`config.mk`:
```
export PLATFORM = sky130hd
export DESIGN_NAME = spi_tx_engine
export DESIGN_NICKNAME = d
export VERILOG_FILES = /design/src/rtl/spi_pkg.sv /design/src/rtl/spi_sclk_gen.sv /design/src/rtl/spi_tx_engine.sv
export SDC_FILE = /design/constraint.sdc
export NUM_CORES = 1
export LEC_CHECK = 0
export ABC_AREA = 1
export BUFFER_PORTS_ARGS = -buffer_cell sky130_fd_sc_hd__buf_2
export CORE_MARGIN = 3
export CORE_UTILIZATION = 48
export DETAILED_ROUTE_END_ITERATION = 10
export PLACE_DENSITY = 0.73
export REMOVE_ABC_BUFFERS = 1
export SLEW_MARGIN = 20
export SYNTH_ARGS = -nofsm -noshare
export SYNTH_HDL_FRONTEND = slang
export SYNTH_HIERARCHICAL = 1
export SYNTH_SLANG_ARGS = --single-unit
```
`constraint.sdc`:
```
create_clock -name clk_i -period 2.1 [get_ports clk_i]
set_input_delay 0 -clock clk_i [delete_from_list [all_inputs] [get_ports clk_i]]
set_output_delay 0 -clock clk_i [all_outputs]
set_load 0.02 [all_outputs]
```
`src/rtl/spi_pkg.sv`:
```
// spi_pkg
//   Types and defaults shared by the SPI transmit engine and the SPI slave
//   receiver.
//   - spi_tx_state_e           : transmit FSM state encoding
//   - SPI_CLOCK_SCALE_DEFAULT  : default number of system clocks per SCLK period
package spi_pkg;

    typedef enum logic [1:0] {
        ST_IDLE  = 2'd0,
        ST_SETUP = 2'd1,
        ST_SHIFT = 2'd2,
        ST_HOLD  = 2'd3
    } spi_tx_state_e;

    localparam int unsigned SPI_CLOCK_SCALE_DEFAULT = 8;

endpackage

```
`src/rtl/spi_sclk_gen.sv`:
```
// spi_sclk_gen
//   Half-period timebase and SCLK generator for the SPI transmit engine.
//   The half-period counter runs whenever the engine is busy, so SETUP, every
//   SCLK half-period and HOLD all end on the same wrap pulse.
//   Ports:
//     clk_i, rst_ni  : system clock, asynchronous active-low reset
//     en_i           : engine busy; counter and SCLK held at rest when low
//     shift_next_i   : the engine will be shifting in the next cycle
//     wrap_o         : last cycle of the current half-period
//     lead_o         : the coming clock edge produces an SCLK leading edge
//     trail_o        : the coming clock edge produces an SCLK trailing edge
//     sclk_o         : SCLK, idles at CPOL
module spi_sclk_gen #(
    parameter int unsigned Half = 4,
    parameter bit          CPOL = 1'b0
) (
    input  logic clk_i,
    input  logic rst_ni,
    input  logic en_i,
    input  logic shift_next_i,
    output logic wrap_o,
    output logic lead_o,
    output logic trail_o,
    output logic sclk_o
);

    localparam int unsigned CntW = (Half > 1) ? $clog2(Half) : 1;
    localparam logic [CntW-1:0] HalfMax = CntW'(Half - 1);

    logic [CntW-1:0] hcnt_q;
    logic            sclk_q;
    logic            toggle;

    assign wrap_o  = en_i && (hcnt_q == HalfMax);
    // SCLK only moves at a half-period boundary that leads into (more) shifting,
    // so it rests at CPOL through SETUP and HOLD.
    assign toggle  = wrap_o && shift_next_i;
    assign lead_o  = toggle && (sclk_q == CPOL);
    assign trail_o = toggle && (sclk_q != CPOL);
    assign sclk_o  = sclk_q;

    always_ff @(posedge clk_i or negedge rst_ni) begin
        if (!rst_ni) begin
            hcnt_q <= '0;
            sclk_q <= CPOL;
        end else if (!en_i) begin
            hcnt_q <= '0;
            sclk_q <= CPOL;
        end else begin
            hcnt_q <= wrap_o ? '0 : hcnt_q + 1'b1;
            if (toggle) begin
                sclk_q <= ~sclk_q;
            end
        end
    end

endmodule

```
`src/rtl/spi_tx_engine.sv`:
```
// spi_tx_engine
//   SPI master transmitter: pops bytes from an upstream FIFO and shifts them
//   out MSB first. Consecutive bytes are streamed with CS held low and SCLK
//   running continuously; an empty FIFO at the end of a byte closes the frame.
//   Ports:
//     clk_i, rst_ni   : system clock, asynchronous active-low reset
//     fifo_rvalid_i   : FIFO holds a byte
//     fifo_rdata_i    : FIFO head byte
//     fifo_rready_o   : single-cycle pop strobe
//     spi_mosi_o      : serial data, MSB first, 0 when idle
//     spi_clk_o       : SCLK (idles at CPOL)
//     spi_cs_o        : chip select, active-low
//     busy_o          : high whenever the FSM is not IDLE
module spi_tx_engine
    import spi_pkg::*;
#(
    parameter int unsigned SPIClockScale = SPI_CLOCK_SCALE_DEFAULT,
    parameter bit          CPOL          = 1'b0,
    parameter bit          CPHA          = 1'b0
) (
    input  logic       clk_i,
    input  logic       rst_ni,
    input  logic       fifo_rvalid_i,
    input  logic [7:0] fifo_rdata_i,
    output logic       fifo_rready_o,
    output logic       spi_mosi_o,
    output logic       spi_clk_o,
    output logic       spi_cs_o,
    output logic       busy_o
);

    localparam int unsigned Half = SPIClockScale / 2;

    spi_tx_state_e state_q, state_d;
    logic [3:0]    bit_cnt_q;
    logic [7:0]    shreg_q;
    logic          mosi_q;

    logic pop;
    logic pop_in_shift;
    logic last_shift;
    logic wrap;
    logic lead;
    logic trail;
    logic advance;

    spi_sclk_gen #(
        .Half (Half),
        .CPOL (CPOL)
    ) u_sclk_gen (
        .clk_i        (clk_i),
        .rst_ni       (rst_ni),
        .en_i         (state_q != ST_IDLE),
        .shift_next_i (state_d == ST_SHIFT),
        .wrap_o       (wrap),
        .lead_o       (lead),
        .trail_o      (trail),
        .sclk_o       (spi_clk_o)
    );

    // Eight trailing edges have passed once bit_cnt reaches 8; the wrap of the
    // following (final) half-period is the last SHIFT cycle of the byte.
    assign last_shift   = (state_q == ST_SHIFT) && wrap && (bit_cnt_q == 4'd8);
    assign pop_in_shift = pop && (state_q == ST_SHIFT);
    assign advance      = CPHA ? lead : trail;

    always_comb begin
        state_d = state_q;
        pop     = 1'b0;
        unique case (state_q)
            ST_IDLE: begin
                if (fifo_rvalid_i) begin
                    pop     = 1'b1;
                    state_d = ST_SETUP;
                end
            end
            ST_SETUP: begin
                if (wrap) begin
                    state_d = ST_SHIFT;
                end
            end
            ST_SHIFT: begin
                if (last_shift) begin
                    if (fifo_rvalid_i) begin
                        pop = 1'b1;
                    end else begin
                        state_d = ST_HOLD;
                    end
                end
            end
            ST_HOLD: begin
                if (wrap) begin
                    state_d = ST_IDLE;
                end
            end
            default: state_d = ST_IDLE;
        endcase
    end

    always_ff @(posedge clk_i or negedge rst_ni) begin
        if (!rst_ni) begin
            state_q   <= ST_IDLE;
            bit_cnt_q <= 4'd0;
            mosi_q    <= 1'b0;
        end else begin
            state_q <= state_d;
            if (pop) begin
                bit_cnt_q <= 4'd0;
                // CPHA=1 from IDLE keeps MOSI quiet until the first leading
                // edge; when streaming, that leading edge coincides with the pop.
                mosi_q    <= (CPHA && !pop_in_shift) ? 1'b0 : fifo_rdata_i[7];
            end else begin
                if (advance) begin
                    mosi_q <= shreg_q[7];
                end
                if (trail) begin
                    bit_cnt_q <= bit_cnt_q + 4'd1;
                end
            end
        end
    end

    // Holds the bits not yet on MOSI; data only, no reset needed.
    always_ff @(posedge clk_i) begin
        if (pop) begin
            shreg_q <= (CPHA && !pop_in_shift) ? fifo_rdata_i : {fifo_rdata_i[6:0], 1'b0};
        end else if (advance) begin
            shreg_q <= {shreg_q[6:0], 1'b0};
        end
    end

    assign spi_cs_o      = (state_q == ST_IDLE);
    assign busy_o        = (state_q != ST_IDLE);
    assign spi_mosi_o    = (state_q == ST_IDLE) ? 1'b0 : mosi_q;
    // Gated so the strobe is low for the whole time reset is asserted.
    assign fifo_rready_o = pop && rst_ni;

endmodule
```
---- Yosys cells after proc, flatten, opt, wreduce, memory -nomap -nowiden ----
Cells that the tools add are included.
cells by class
  add/subtract/negate cells ............... 2
  equality and inequality tests ........... 7
  mux-type cells .......................... 20
  bitwise logic cells ..................... 1
  reductions and logical operators ........ 9
operator list
  operator             count
  $mux 8               2
  $mux 2               7
  $eq 2x2->1 const B   4
  $mux 4               2
  $pmux 2 s4           1
  $mux 1               7
  $logic_and 1x1->1    6
  $add 4x1->4 const B  1
  $eq 4x4->1 const B   1
  $reduce_bool 2->1    2
  $add 2x1->2 const B  1
  $eq 2x1->1 const B   1
  $logic_not 2->1      1
  $ne 2x2->1 const B   1
  $pmux 1 s2           1
  $not 1->1            1
word-level totals
  register bits after elaboration ......... 17
  input bits .............................. 11
  output and inout port bits .............. 5
  word-level logic and storage cells ...... 45

---- Longest topological paths before layout ----
Gate-level depths: netlist (run 1).
  depth after elaboration ................. 11
  depth in mapped cells ................... 16
  depth with buffers taken out ............ 16

---- Cells and area by module ----
Netlist (run 1), hierarchy kept.
by module, submodules not included
  module         instances  cells each  area each (µm²)  seq. area each (µm²)
  spi_tx_engine  1          93          772.0            385.4
  spi_sclk_gen   1          17          148.9            75.1

---- Worst setup path after synthesis (run 1) ----
No wires, ideal clock.
  kind .................................... register to register
  start point ............................. register state_q[1]
  end point ............................... register shreg_q[1], enable pin
  library setup time ...................... 0.323 ns
  data arrival time ....................... 2.238 ns
  required time ........................... 1.777 ns
  path slack .............................. -0.462 ns
  stages on the path, launching flop included .. 13
  buffers on the path ..................... 0
  period minus slack after synthesis ...... 2.562 ns
  cell sequence ........................... dfrtp_1 > nor2_2 > inv_1 > nand2_2 > inv_2 > nand2_1 > nand3_1 > and2_1 > nor2_1 > nand3_1 > nor2_1 > inv_1 > nand2_1
between the ends
  elaborated cells between the ends (all ways) .. 20
  those cells by class .................... 4 x eq/ne; 8 x mux; 8 x reduce/logical
RTL lines
  element                             RTL line              source
  start, declared                     spi_tx_engine.sv:34   spi_tx_state_e state_q, state_d;
  start signal, assigned              spi_tx_engine.sv:106  state_q <= state_d;
  $logic_not 2->1                     n/a
  named net spi_cs_o                  spi_tx_engine.sv:28   output logic spi_cs_o,
  $pmux 2 s4                          spi_tx_engine.sv:70   unique case (state_q)
  $eq 2x2->1                          spi_tx_engine.sv:54   .shift_next_i (state_d == ST_SHIFT),
  $logic_and 1x1->1                   spi_sclk_gen.sv:37    assign toggle = wrap_o && shift_next_i;
  $logic_and 1x1->1                   spi_sclk_gen.sv:39    assign trail_o = toggle && (sclk_q != CPOL);
  named net advance                   spi_tx_engine.sv:45   logic advance;
  $reduce_bool 2->1 (no source line)  n/a
  end signal, assigned                spi_tx_engine.sv:126  shreg_q <= (CPHA && !pop_in_shift) ? fifo_rdata_i : {fifo_rdata_i[6:0], 1'b0};
  end signal, assigned                spi_tx_engine.sv:128  shreg_q <= {shreg_q[6:0], 1'b0};
  end, declared                       spi_tx_engine.sv:36   logic [7:0] shreg_q;
The timed path passes the listed nets, and every way through them passes these cells.
A chain may end at the register's enable or synchronous reset.

---- Worst setup path in the final report (run 1) ----
  start point ............................. register state_q[0]
  end point ............................... register bit_cnt_q[0]
between the ends
  word-level cells in the longest chain between the ends .. 10
  elaborated cells between the ends (all ways) .. 21
  those cells by class .................... 4 x eq/ne; 9 x mux; 8 x reduce/logical
RTL lines
  element                               RTL line              source
  $reduce_bool 2->1 *                   spi_tx_engine.sv:53   .en_i (state_q != ST_IDLE),
  $logic_and 1x1->1 *                   spi_sclk_gen.sv:34    assign wrap_o = en_i && (hcnt_q == HalfMax);
  named net wrap                        spi_tx_engine.sv:42   logic wrap;
  $logic_and 1x1->1 (2 in series)       spi_tx_engine.sv:63   assign last_shift = (state_q == ST_SHIFT) && wrap && (bit_cnt_q == 4'd8);
  $mux 2                                spi_tx_engine.sv:83   if (last_shift) begin
  $pmux 2 s4 *                          spi_tx_engine.sv:70
  named net state_d[0]                  spi_tx_engine.sv:34
  $eq 2x2->1 *                          spi_tx_engine.sv:54
  $logic_and 1x1->1 *                   spi_sclk_gen.sv:37
  $logic_and 1x1->1 *                   spi_sclk_gen.sv:39
  named net advance                     spi_tx_engine.sv:45
  $reduce_bool 2->1 (no source line) *  n/a
  end signal, assigned                  spi_tx_engine.sv:117  bit_cnt_q <= bit_cnt_q + 4'd1;
  end, declared                         spi_tx_engine.sv:35   logic [3:0] bit_cnt_q;
The timed path passes the listed nets; every way through them passes the cells marked *.

==> results of run 1 <==
[stage by stage]
stage / cells / setup TNS [ps]
after global placement: 159 / 0
final: 175 / 0
after CTS: 172 / 0
after floorplan: 108 / -4460
after detailed placement: 159 / -684
after global routing: 175 / -204
[cells in the final DEF (no fill, tap or decap)]
master	n
clkbuf_4	3
dlygate4sd3_1	9
clkbuf_1	1
nand3_1	5
buf_4	14
dfrtp_1	10
inv_1	16
a21oi_1	1
nand2_1	25
a22oi_2	1
nand4_1	1
buf_2	15
ha_2	1
nor3_1	1
edfxtp_1	7
nor2_2	3
and2_4	1
nand2_2	9
nor3_2	1
nor2_4	1
ha_1	2
nand2_4	1
xor2_1	2
nand3_2	4
o21ai_2	1
nor2_1	11
inv_2	4
[metal layers]
layer / vias up / part of all wire / track usage / routed length [um]
li1: 417 / - / - / -
met1: 398 / 0.42 / 0.234 / 923
met2: 22 / 0.52 / 0.315 / 1140
met3: 9 / 0.031 / 0.0423 / 67
met4: 0 / 0.030 / 0.111 / 65
met5: - / 0 / 0 / 0
[worst register-to-register path: stages (launching register included)]
cell,delay [ps]
dfrtp_1,400
nor2_2,140
inv_2,60
nand2_2,80
inv_2,40
nand2_1,80
inv_1,60
nand3_2,70
o21ai_2,70
nor2_2,150
nand3_2,110
nor2_4,160
buf_4,130
buf_4,100
nor2_1,50
nor3_2,190
[repair_timing]
item	in CTS	in global routing
setup endpoints to repair	8	12
pin swaps	0	4
setup buffers	0	3
hold buffers	9	0
resized for setup	2	11
hold endpoints to repair	18	0
[report_power, final]
| group | internal, uW | switching [uW] | total, uW | leakage [uW] |
|---|---|---|---|---|
| registers | 445 | 41.0 | 486 | 0.000195 |
| logic | 265 | 367 | 632 | 0.000453 |
| clock network | 73.9 | 101 | 175 | 0.0000150 |
| total | 784 | 509 | 1290 | 0.000663 |
[final timing paths]
kind	from	endpoint	slack, ps
max	state_q[0]$_DFF_PN0_	bit_cnt_q[0]$_DFFE_PN0P_	130
min	fifo_rdata_i[5]	shreg_q[6]$_DFFE_PP_	5
max reg2reg	state_q[0]$_DFF_PN0_	bit_cnt_q[0]$_DFFE_PN0P_	130
min reg2reg	u_sclk_gen/hcnt_q[0]$_DFF_PN0_	u_sclk_gen/hcnt_q[0]$_DFF_PN0_	460
max in group asynchronous	rst_ni	bit_cnt_q[1]$_DFFE_PN0P_	1800
min in group asynchronous	rst_ni	u_sclk_gen/sclk_o$_DFFE_PN0P_	90
[registers in the layout, summed over array words and instances (netlist names)]
register / flops
state_q: 2
shreg_q: 7
u_sclk_gen/hcnt_q: 2
u_sclk_gen/sclk_o: 1
mosi_q: 1
bit_cnt_q: 4
[layout make-up]
cell class / count / area (sq um)
repair buffers: 38 / 270
well taps: 25 / 31.3
clock buffers: 4 / 26.3
inverters: 20 / 75.1
fillers: 163 / 489
multi-input cells: 71 / 412
flip-flops and latches: 17 / 460
==> flow_summary.yaml, run 1 <==
finish:
  syn2layout_area_growth_pct: 39.0
  diodes: 0
  drive_gt1_frac: 0.393
  utilization: 0.723
  fin_nets: 165
  design_area_sq_mm: 0.00127
synthesis:
  synth_cells: 109
  mappedNetlistArea_sq_um: 917
  avgSynthCellArea_sq_um: 8.41
  yosysWarnings: 6
sta:
  skew_ps: 3.87
  slew_viol_final: 0
  finalHoldViolCount: 0
  slew_headroom: 0.831
  worst_pin_slew_ps: 254
  setup_viol: 0
  timing.hold.ws_ps: 4.98
  min_period_ps: 1970
  fin_ws_ps: 127
  fin_crit_sh: 0.939
  fmax_mhz: 507
floorplan:
  rows: 15
  core_sq_mm: 0.00176
  die_area_sq_mm: 0.00247
  start_util: 0.520
  die_y_um: 49.7
  die_w_um: 49.7
  num_io_pins: 16
global_routing:
  grt_pass1_wl_mm: 3.64
  grt_pass1_vias: 831
  grt_start_max_net_pins: 12
  antenna_found_initial: 0
  grtUsageTotal: 0.194
  grt-ovfl-total: 0
critical_path:
  crit_required_ps: 2310
  crit_path_max_incr_delay_ps: 400
  crit_type: "flop to flop"
  critPathSlowestCell: "dfrtp_1"
  startpoint_type: "flop"
  crit_cells: 15
  path_cells: "nor2_2, inv_2, nand2_2, inv_2, nand2_1, inv_1, nand3_2, o21ai_2, nor2_2, nand3_2, nor2_4, buf_4, buf_4, nor2_1, nor3_2"
  reg2reg_depth: 15
  path_buf_inv: 5
  worst-path-max-fanout: 4
  end_kind: "flop"
  cp.arrival_ps: 2180
  critical_path.top_delay_family: "simple AND/OR/NAND/NOR gates"
power_and_ir_drop:
  powerDensity_mw_per_mm2: 1010
  peakVddDrop_mv: 0.558
  p_leak_uw: 0.000663
  finalPower_uw: 1290
placement:
  placed_cell_area_sq_mm: 0.00109
  gp_congestion: 0.878
  detailed_place_hpwl_mm: 1.50
  post-place-ws_ps: -97.8
  io_buffers: 15
outcome:
  outcome: "finished, final reports clean"
drt:
  drt_iter0_markers: 29
  drc: 0
  first_pass_iters: 4
  vias_per_cell: 4.83
  wl_mm: 2.19
  post_drt_wl_per_cell_um: 12.5
  dr_total_vias: 846
  ant_nets: 0
clocking:
  cts-buffers-inserted: 3
  clkTransAtPathRegs_ps: 90
  clock-sinks: 17
  insertion_delay_ps: 290
  cts_root_buf: "clkbuf_4"
  htree_levels: 1
  cts_tree: "done"
  clk_path_buf_depth: 2
min_path:
  hp-class: "primary input to flop"
  holdPathStages: 3
run:
  cap_violations: 0
Note: power is estimated with default switching activity, not from simulation.
==> run 2, diff against run 1 <==
--- a/config.mk
+++ b/config.mk
@@ -10,7 +10,7 @@
 export CORE_MARGIN = 3
 export CORE_UTILIZATION = 48
 export DETAILED_ROUTE_END_ITERATION = 10
-export PLACE_DENSITY = 0.73
+export PLACE_DENSITY = 0.74
 export REMOVE_ABC_BUFFERS = 1
 export SLEW_MARGIN = 20
 export SYNTH_ARGS = -nofsm -noshare
==> run 2 against run 1 <==
Clock power grew 3%. Combinational power shrank 4.3%. First-iteration DRC count shrank 59%. Sequential cell count is the same. Die area is the same. Fmax grew 1.2%. Wire length shrank 9.4%. Clock-buffer cell count shrank 1. Via count shrank 3.3%. Register-to-register slack gained 20 ps. Non-clock buffer count shrank 1. Cell count shrank 0.57%. Critical endpoint is now bit_cnt_q[2]$_DFFE_PN0P_. Largest power group unchanged.
==> flow_summary.yaml, run 2 (synthesis results as in run 1) <==
global_routing:
  grtUsageMet1: 0.239
  antenna_found_initial: 0
  grtUsageTotal: 0.189
  grt_pass1_vias: 801
  busiest_layer: "met2"
  grt-ovfl-total: 0
  grt_start_max_net_pins: 12
  grt_pass1_wl_mm: 3.48
  use_met2: 0.302
  grt_util_met3: 0.0393
clocking:
  htree_levels: 1
  clk_path_buf_depth: 2
  cts_root_buf: "clkbuf_4"
  cts_tree: "done"
  cts-buffers-inserted: 3
  insertion_delay_ps: 300
  clkTransAtPathRegs_ps: 110
  clock-sinks: 17
power_and_ir_drop:
  finalPower_uw: 1270
  p_leak_uw: 0.000656
  powerDensity_mw_per_mm2: 1010
  peakVddDrop_mv: 0.596
finish:
  largest_register: "shreg_q"
  reg.largest.list: "shreg_q x7, bit_cnt_q x4"
  fin_nets: 164
  design_area_sq_mm: 0.00126
  fillers: 144
  seqCellArea_sq_um: 462
  largest_reg_flops: 7
  diodes: 0
  multi_input_area_sq_um: 398
  syn2layout_area_growth_pct: 37.2
  final_cell_mix: "24 x nand2_1, 17 x inv_1, 15 x buf_2"
  drive_gt1_frac: 0.369
  layout_commonest_cell: "nand2_1"
  instances_no_fill: 174
sta:
  fin_ws_ps: 152
  fin_crit_sh: 0.928
  finalHoldViolCount: 0
  min_period_ps: 1950
  timing.hold.ws_ps: 80.5
  skew_ps: 11.2
  worst_pin_slew_ps: 260
  slew_headroom: 0.827
  setup_viol: 0
  fmax_mhz: 513
  slew_viol_final: 0
drt:
  first_pass_iters: 4
  ant_nets: 0
  drt_iter0_markers: 12
  wl_mm: 1.99
  post_drt_wl_per_cell_um: 11.4
  vias_per_cell: 4.70
  dr_total_vias: 818
  drc: 0
placement:
  detailed_place_hpwl_mm: 1.37
  gp_congestion: 0.919
  io_buffers: 15
  post-place-ws_ps: -142
  placedCellCount: 158
  placed_cell_area_sq_mm: 0.00109
critical_path:
  cp.arrival_ps: 2180
  reg2reg_depth: 13
  crit_type: "flop to flop"
  crit_required_ps: 2330
  worst-path-max-fanout: 4
  startpoint_type: "flop"
  end_kind: "flop"
floorplan:
  die_y_um: 49.7
  start_util: 0.520
  die_w_um: 49.7
  core_sq_mm: 0.00176
  num_io_pins: 16
  die_area_sq_mm: 0.00247
  rows: 15
run:
  cap_violations: 0
outcome:
  outcome: "finished, final reports clean"
min_path:
  hp-class: "primary input to async pin"
run 2: report_power, final:
group          total [uW]  switching [uW]  internal (uW)
logic                 605             351            254
registers             487            41.5            445
clock network         181             110           71.0
total                1270             503            770
run 2: repair_timing:
action                                  4_1_cts  5_1_grt
pin swaps                                     0        4
endpoints found under the hold margin        19        0
hold buffers                                 10        0
buffers inserted                              0        2
endpoints found under the setup margin        9       12
gates resized for setup                       2        8
run 2: metal layers:
metal,vias up,share of wire
met3,7,0.056
met2,28,0.46
met4,0,0.036
met1,371,0.44
met5,-,0
li1,412,-
run 2: critical path, cell delays in order (launching register included):
cell and delay [ps]:
dfrtp_1 370, ha_2 190, nand2_2 60, inv_2 70, inv_1 60, a22oi_1 150
o21ai_1 120, nor2_2 150, nand3_2 110, nor2_4 160, buf_4 130, nand2_1 50
xor2_1 140, nor2_1 110
run 2: worst paths after layout:
kind / startpoint / endpoint / slack [ps]
setup reg to reg: u_sclk_gen/hcnt_q[0]$_DFF_PN0_ / bit_cnt_q[2]$_DFFE_PN0P_ / 150
hold reg to reg: u_sclk_gen/hcnt_q[0]$_DFF_PN0_ / u_sclk_gen/hcnt_q[0]$_DFF_PN0_ / 460
max in group asynchronous: rst_ni / bit_cnt_q[0]$_DFFE_PN0P_ / 1800
hold / removal: rst_ni / mosi_q$_DFFE_PN0P_ / 80
setup / recovery: u_sclk_gen/hcnt_q[0]$_DFF_PN0_ / bit_cnt_q[2]$_DFFE_PN0P_ / 150
min in group clk_i: u_sclk_gen/hcnt_q[0]$_DFF_PN0_ / u_sclk_gen/hcnt_q[0]$_DFF_PN0_ / 460
run 2: layout make-up:
cell class,instances,share of cell area
Clock buffer,3,0.0179
Clock inverter,1,0.00398
Multi-Input combinational cell,71,0.316
Timing Repair Buffer,37,0.211
Tap cell,25,0.0249
Sequential cell,17,0.367
Inverter,20,0.0596
run 2: per-stage QoR:
stage	utilization	setup TNS, ps
2_1_floorplan	-	-4460
3_3_place_gp	0.616	0
3_5_place_dp	0.616	-1010
4_1_cts	0.691	0
5_1_grt	0.713	-6.90
6_report	0.713	0
